**config.mk**
```make
export PLATFORM = sky130hd
export DESIGN_NAME = mem_arbiter_flat
export DESIGN_NICKNAME = d
export VERILOG_FILES = /design/src/rtl/mem_arbiter_if.sv /design/src/rtl/mem_arbiter.sv /design/src/flat_wrapper.sv
export SDC_FILE = /design/constraint.sdc
export NUM_CORES = 1
export LEC_CHECK = 0
export CAP_MARGIN = 10
export CORE_ASPECT_RATIO = 1.2
export CORE_MARGIN = 1
export CORE_UTILIZATION = 43
export DETAILED_ROUTE_END_ITERATION = 8
export PLACE_DENSITY = 0.78
export SYNTH_ARGS = -nofsm -noshare
export SYNTH_HDL_FRONTEND = slang
export SYNTH_SLANG_ARGS = --single-unit
```
**constraint.sdc**
```tcl
create_clock -name clk -period 2.4 [get_ports clk]
set_input_delay 0.72 -clock clk [delete_from_list [all_inputs] [get_ports clk]]
set_output_delay 0.72 -clock clk [all_outputs]
set_load 0.01 [all_outputs]
```
**src/rtl/mem_arbiter_if.sv**
```systemverilog
// Requester-side bundle for one arbiter port: request/address/data in, done/err/read data back.
// The requester holds req with stable fields until done, and the arbiter latches them at grant.
interface mem_arbiter_if #(
  parameter int AW = 11,
  parameter int DW = 16
);
  logic          req;
  logic          we;
  logic [AW-1:0] addr;
  logic [DW-1:0] wdata;
  logic          done;
  logic          err;
  logic [DW-1:0] rdata;

  modport master (output req, we, addr, wdata, input done, err, rdata);
  modport slave  (input req, we, addr, wdata, output done, err, rdata);
endinterface

```
**src/rtl/mem_arbiter.sv**
```systemverilog
// Two-port arbiter sequencing one IDLE/ACCESS/COMPLETE access at a time onto a single-port RAM.
// done pulses one cycle after grant; a losing port simply waits with req held and is never dropped.
module mem_arbiter #(
  parameter int            AW         = 11,
  parameter int            DW         = 16,
  parameter logic [AW-1:0] MAX_ADDR   = 11'h204,
  parameter bit            FIXED_PRIO = 1'b0
) (
  input  logic          clk,
  input  logic          reset_bar,
  mem_arbiter_if.slave  p0,
  mem_arbiter_if.slave  p1,
  output logic [AW-1:0] mem_addr,
  output logic [DW-1:0] mem_wdata,
  output logic          mem_we,
  input  logic [DW-1:0] mem_rdata,
  output logic          busy
);

  typedef enum logic [1:0] {IDLE, ACCESS, COMPLETE} state_t;

  state_t        state;
  logic          gnt_id;
  logic          prefer_p1;
  logic          done0, done1, err0, err1;
  logic [DW-1:0] cap0, cap1;

  logic          pick_p1;
  logic          sel_we;
  logic [AW-1:0] sel_addr;
  logic [DW-1:0] sel_wdata;

  // Port 1 wins only if it is alone, or if round-robin currently favours it.
  assign pick_p1   = p1.req && (!p0.req || (!FIXED_PRIO && prefer_p1));
  assign sel_we    = pick_p1 ? p1.we    : p0.we;
  assign sel_addr  = pick_p1 ? p1.addr  : p0.addr;
  assign sel_wdata = pick_p1 ? p1.wdata : p0.wdata;

  always_ff @(posedge clk or negedge reset_bar) begin
    if (!reset_bar) begin
      state     <= IDLE;
      gnt_id    <= 1'b0;
      prefer_p1 <= 1'b0;
      mem_addr  <= '0;
      mem_wdata <= '0;
      mem_we    <= 1'b0;
      busy      <= 1'b0;
      done0     <= 1'b0;
      done1     <= 1'b0;
      err0      <= 1'b0;
      err1      <= 1'b0;
      cap0      <= '0;
      cap1      <= '0;
    end else begin
      case (state)
        IDLE: begin
          if (p0.req || p1.req) begin
            state     <= ACCESS;
            busy      <= 1'b1;
            gnt_id    <= pick_p1;
            prefer_p1 <= !pick_p1;
            mem_addr  <= sel_addr;
            mem_wdata <= sel_wdata;
            mem_we    <= sel_we && (sel_addr <= MAX_ADDR);
          end
        end
        ACCESS: begin
          state  <= COMPLETE;
          mem_we <= 1'b0;
          done0  <= !gnt_id;
          done1  <= gnt_id;
          err0   <= !gnt_id && (mem_addr > MAX_ADDR);
          err1   <= gnt_id && (mem_addr > MAX_ADDR);
        end
        COMPLETE: begin
          state <= IDLE;
          busy  <= 1'b0;
          done0 <= 1'b0;
          done1 <= 1'b0;
          err0  <= 1'b0;
          err1  <= 1'b0;
          if (gnt_id) cap1 <= mem_rdata;
          else        cap0 <= mem_rdata;
        end
        default: begin
          state  <= IDLE;
          busy   <= 1'b0;
          mem_we <= 1'b0;
        end
      endcase
    end
  end

  // The winner sees live RAM data during COMPLETE; otherwise each port holds its last result.
  assign p0.done  = done0;
  assign p0.err   = err0;
  assign p0.rdata = done0 ? mem_rdata : cap0;
  assign p1.done  = done1;
  assign p1.err   = err1;
  assign p1.rdata = done1 ? mem_rdata : cap1;

endmodule

```
**src/flat_wrapper.sv**
```systemverilog
// flat-port wrapper written by rule: the top's interface ports become plain ports
module mem_arbiter_flat 
#(
  parameter int            AW         = 11,
  parameter int            DW         = 16,
  parameter logic [AW-1:0] MAX_ADDR   = 11'h204,
  parameter bit            FIXED_PRIO = 1'b0
)
  (clk, reset_bar, mem_addr, mem_wdata, mem_we, mem_rdata, busy, p0_req, p0_we, p0_addr, p0_wdata, p0_done, p0_err, p0_rdata, p1_req, p1_we, p1_addr, p1_wdata, p1_done, p1_err, p1_rdata);
  mem_arbiter_if #(.AW(AW), .DW(DW)) p0_i ();
  mem_arbiter_if #(.AW(AW), .DW(DW)) p1_i ();
  input  logic clk;
  input  logic reset_bar;
  output logic [AW-1:0] mem_addr;
  output logic [DW-1:0] mem_wdata;
  output logic mem_we;
  input  logic [DW-1:0] mem_rdata;
  output logic busy;
  input wire logic [$bits(p0_i.req)-1:0] p0_req;
  input wire logic [$bits(p0_i.we)-1:0] p0_we;
  input wire logic [$bits(p0_i.addr)-1:0] p0_addr;
  input wire logic [$bits(p0_i.wdata)-1:0] p0_wdata;
  output wire logic [$bits(p0_i.done)-1:0] p0_done;
  output wire logic [$bits(p0_i.err)-1:0] p0_err;
  output wire logic [$bits(p0_i.rdata)-1:0] p0_rdata;
  input wire logic [$bits(p1_i.req)-1:0] p1_req;
  input wire logic [$bits(p1_i.we)-1:0] p1_we;
  input wire logic [$bits(p1_i.addr)-1:0] p1_addr;
  input wire logic [$bits(p1_i.wdata)-1:0] p1_wdata;
  output wire logic [$bits(p1_i.done)-1:0] p1_done;
  output wire logic [$bits(p1_i.err)-1:0] p1_err;
  output wire logic [$bits(p1_i.rdata)-1:0] p1_rdata;
  assign p0_i.req = p0_req;
  assign p0_i.we = p0_we;
  assign p0_i.addr = p0_addr;
  assign p0_i.wdata = p0_wdata;
  assign p0_done = p0_i.done;
  assign p0_err = p0_i.err;
  assign p0_rdata = p0_i.rdata;
  assign p1_i.req = p1_req;
  assign p1_i.we = p1_we;
  assign p1_i.addr = p1_addr;
  assign p1_i.wdata = p1_wdata;
  assign p1_done = p1_i.done;
  assign p1_err = p1_i.err;
  assign p1_rdata = p1_i.rdata;
  mem_arbiter #(.AW(AW), .DW(DW), .MAX_ADDR(MAX_ADDR), .FIXED_PRIO(FIXED_PRIO)) u_core (.clk(clk), .reset_bar(reset_bar), .p0(p0_i), .p1(p1_i), .mem_addr(mem_addr), .mem_wdata(mem_wdata), .mem_we(mem_we), .mem_rdata(mem_rdata), .busy(busy));
endmodule
```
==> impl_metrics.csv <==
group,metric,value,unit
worst_setup_path,critPathMaxStageDelay,440,ps
worst_setup_path,cp_max_fo,3,
synthesis,yosys_warnings,0,
global_route,grt_usage,0.2188,
job,maxCapViolCount,0,
pwr,clock_power_share,0.149,
clock_network,cts.path.max_buffers,2,
placed_design,gp_congestion,0.7941,
worst_setup_path,critPathKind,"in -> out",
clock_network,htreeDepth,3,
clock_network,clkLatencyLatePin,340,ps
cells_and_area,nNetsFinal,534,
floorplan,dieArea,8344,sq um
route,drc,0,
sta,tns,0,ps
cells_and_area,syn2layout_area_growth,52.79,%
floorplan,io_pins,141,
floorplan,die_y,99.87,um
global_route,grt_pass1_wl,14270,um
synthesis,syn_area,3432,sq um
clock_network,clock_sinks,69,
synthesis,synth_cell_types,35,
cells_and_area,antenna_cells,0,
synthesis,ys_seq_elements,69,
route,drtIter0Drc,101,
floorplan,initial_utilization,0.4453,
clock_network,cts_buffers,9,
cells_and_area,drive_above_1_share,0.2810,
sta,tightest_slew,506.6,ps
pwr,pwr-share-comb,0.516,
global_route,grt.busiest_layer,"met2",
sta,setup_viol,0,
synthesis,seq_area_frac_synth,0.5031,
sta,fmax,420.7,MHz
route,ant_nets,0,
clock_network,clk_pin_slew,70,ps
sta,finClkSkew,12.55,ps
outcome,status,"completed",
pwr,sw_frac_of_total,0.3476,
worst_setup_path,crit_start,"mem_rdata[6]",
global_route,grt_max_degree,41,
worst_setup_path,cp_slowest_cell,"clkdlybuf4s50_1",
global_route,use_met2,0.3707,
pwr,seqPwrFrac,0.336,
route,drt_wl_total,8547,um
global_route,grt-ovfl-total,0,
worst_setup_path,cp-end-kind,"primary output",
floorplan,num_rows,35,
pwr,power_leakage,2.356,nW
clock_network,post_cts_buffers,0,
global_route,grt_pass1_vias,2926,
floorplan,die_w,83.56,um
worst_setup_path,crit_buf_inv,2,
pwr,powerDensity,1190,nW/um^2
sta,fin_crit,2377,ps
clock_network,root_buffer,"clkbuf_8",
synthesis,avgSynthCellArea,11.83,sq um
worst_setup_path,reg2reg_to,"u_core.mem_we",
worst_setup_path,rr_startpoint,"u_core.state[0]",
sta,drv_slew,0,
worst_setup_path,reg2reg_depth,6,
route,wl_per_cell,15.51,um
worst_setup_path,crit_chain,"clkdlybuf4s50_1, mux2_2, clkdlybuf4s15_1",
pwr,internal_power,4.070,mW
global_route,grt_use_met1,0.2558,
placed_design,io_buffers,140,
pwr,p_total,6.238,mW
route,firstDrtPassIters,4,
worst_setup_path,required,1680,ps
sta,period_share,0.9905,
worst_setup_path,critPathArrivalTime,1660,ps
worst_setup_path,endpoint,"p0_rdata[6]",
sta,rsz0062_at_grt,"false",
synthesis,synth_fp_nets,370,
worst_hold_path,hold_path.class,"in -> async",
worst_setup_path,ff2ff_setup_slack,590,ps
route,num_vias,2829,
global_route,grt_antenna_before_repair,0,
worst_setup_path,critPathTopFamily,"buffers and inverters",
floorplan,core-area,7707,sq um
sta,finalHoldViolations,0,
worst_setup_path,crit_path_start_kind,"input port",
route,avgViaCountPerCell,5.134,
pwr,p_switching,2.169,mW
worst_setup_path,cp.depth,3,
sta,slew_headroom,0.6623,
synthesis,synth_cells,290,
global_route,grt_util_met3,0.08388,
clock_network,cts_tree,"done",
placed_design,dp.final_hpwl,6373,um
pwr,ir_worst_vdd,0.6692,mV
[layout make-up]
class	instances	area, sq um
multi-input combinational	197	1599
fill	633	2464
clock inverter	4	47.55
inverter	8	30.03
tap	92	115.1
clock buffer	12	145.1
sequential	69	1727
timing repair buffer	169	1580
[metal layers]
metal  vias to the layer above  part of all wire  routed length, um
met5                         -                 0                  0
met4                         0             0.017                144
met3                        14             0.097                827
met2                       127              0.48               4111
met1                      1327              0.41               3463
li1                       1361                 -                  -
[metrics by stage]
step	std cells	setup slack, ps	instance area [sq um]	util	hold slack, ps
after floorplan	290	388.5	3432	-	424.4
final	551	22.80	5244	0.6804	345.1
after CTS	551	0.4533	5325	0.6909	348.7
after global routing	551	0.5745	5244	0.6804	372.1
after global placement	535	-256.2	5147	0.6679	465.3
after detailed placement	535	-251.3	5147	0.6679	473.5
[kinds of logic (layout without fill, tap and decap cells)]
group | after synthesis | after routing | share of synthesized area
mux | 90 | 90 | 0.2862
flops | 69 | 69 | 0.5031
fa+ha+maj | 4 | 4 | 0.01458
buf+inv | 24 | 193 | 0.03318
compound gates | 51 | 51 | 0.09114
simple gates | 52 | 52 | 0.07181
[registers in the layout (all words and copies together), names as in the netlist, 2 cells and up]
signal / flops
u_core.cap0: 16
u_core.cap1: 16
u_core.mem_addr: 11
u_core.mem_wdata: 16
u_core.state: 2
[cell usage after synthesis]
| master | instances | area (sq um) |
|---|---|---|
| o41a_1 | 1 | 11.26 |
| nand2_1 | 29 | 108.9 |
| nand2_4 | 1 | 11.26 |
| nor2_1 | 3 | 11.26 |
| nor4_1 | 1 | 6.260 |
| nor2b_1 | 2 | 12.51 |
| o21ai_0 | 6 | 30.03 |
| mux2_1 | 4 | 45.04 |
| o2111ai_1 | 1 | 8.760 |
| a32o_1 | 2 | 20.02 |
| inv_1 | 8 | 30.03 |
| o31ai_1 | 1 | 7.510 |
| nand2b_1 | 4 | 25.02 |
| mux2_2 | 61 | 686.9 |
| or4_1 | 2 | 15.01 |
| o21ai_4 | 1 | 16.27 |
| nand3_1 | 3 | 15.01 |
| nor3_1 | 3 | 15.01 |
| buf_6 | 2 | 22.52 |
| a211oi_1 | 1 | 7.510 |
| clkbuf_1 | 7 | 26.28 |
| and3_1 | 2 | 12.51 |
| dfrtp_1 | 69 | 1727 |
| a21oi_1 | 6 | 30.03 |
| nor3b_1 | 1 | 7.510 |
| a22oi_2 | 1 | 12.51 |
| o21ai_1 | 26 | 130.1 |
| ha_1 | 4 | 50.05 |
| nor2_2 | 1 | 6.260 |
| a21boi_0 | 2 | 15.01 |
| o22a_1 | 1 | 8.760 |
| a31oi_1 | 1 | 6.260 |
| buf_2 | 7 | 35.03 |
| mux2i_1 | 25 | 250.2 |
| o21ai_2 | 1 | 8.760 |
[power groups by stage]
stage	registers (mW)	clock network (mW)	logic, mW
3_3_place_gp	2.08	0	3.45
2_1_floorplan	2.14	0	1.69
3_5_place_dp	2.11	0	3.52
5_1_grt	2.17	1.01	3.52
6_report	2.09	0.929	3.22
4_1_cts	2.10	0.953	3.36
[how the worst min path moves through the flow]
stage / from / end / slack [ps]
floorplan: reset_bar / u_core.busy / 420
finish: reset_bar / u_core.cap0[0] / 350
detailed placement: u_core.cap0[15] / u_core.cap0[15] / 470
global placement: u_core.cap0[12] / u_core.cap0[12] / 470
global route: reset_bar / u_core.cap0[0] / 370
CTS: reset_bar / u_core.cap0[0] / 350
[placed cells by master (no fill, tap or decap), drive strengths merged, types with 2 or more instances in the layout]
| cell type | count |
|---|---|
| mux2i | 25 |
| nand2b | 4 |
| or4 | 2 |
| clkdlybuf4s50 | 100 |
| nor3 | 3 |
| buf | 31 |
| clkdlybuf4s15 | 5 |
| and3 | 2 |
| nor2 | 4 |
| nor2b | 2 |
| dlygate4sd2 | 15 |
| nand3 | 3 |
| clkinv | 2 |
| nand2 | 30 |
| a21oi | 6 |
| a21boi | 2 |
| ha | 4 |
| inv | 8 |
| mux2 | 65 |
| dfrtp | 69 |
| o21ai | 34 |
| dlymetal6s2s | 2 |
| a32o | 2 |
| clkbuf | 28 |
[timing repair]
item                       4_1_cts  5_1_grt
hold endpoints to repair         0        0
hold buffers                     0        0
gates resized for setup         62       19
setup endpoints to repair       32       19
No activity file was read; power rests on OpenSTA's default activity.
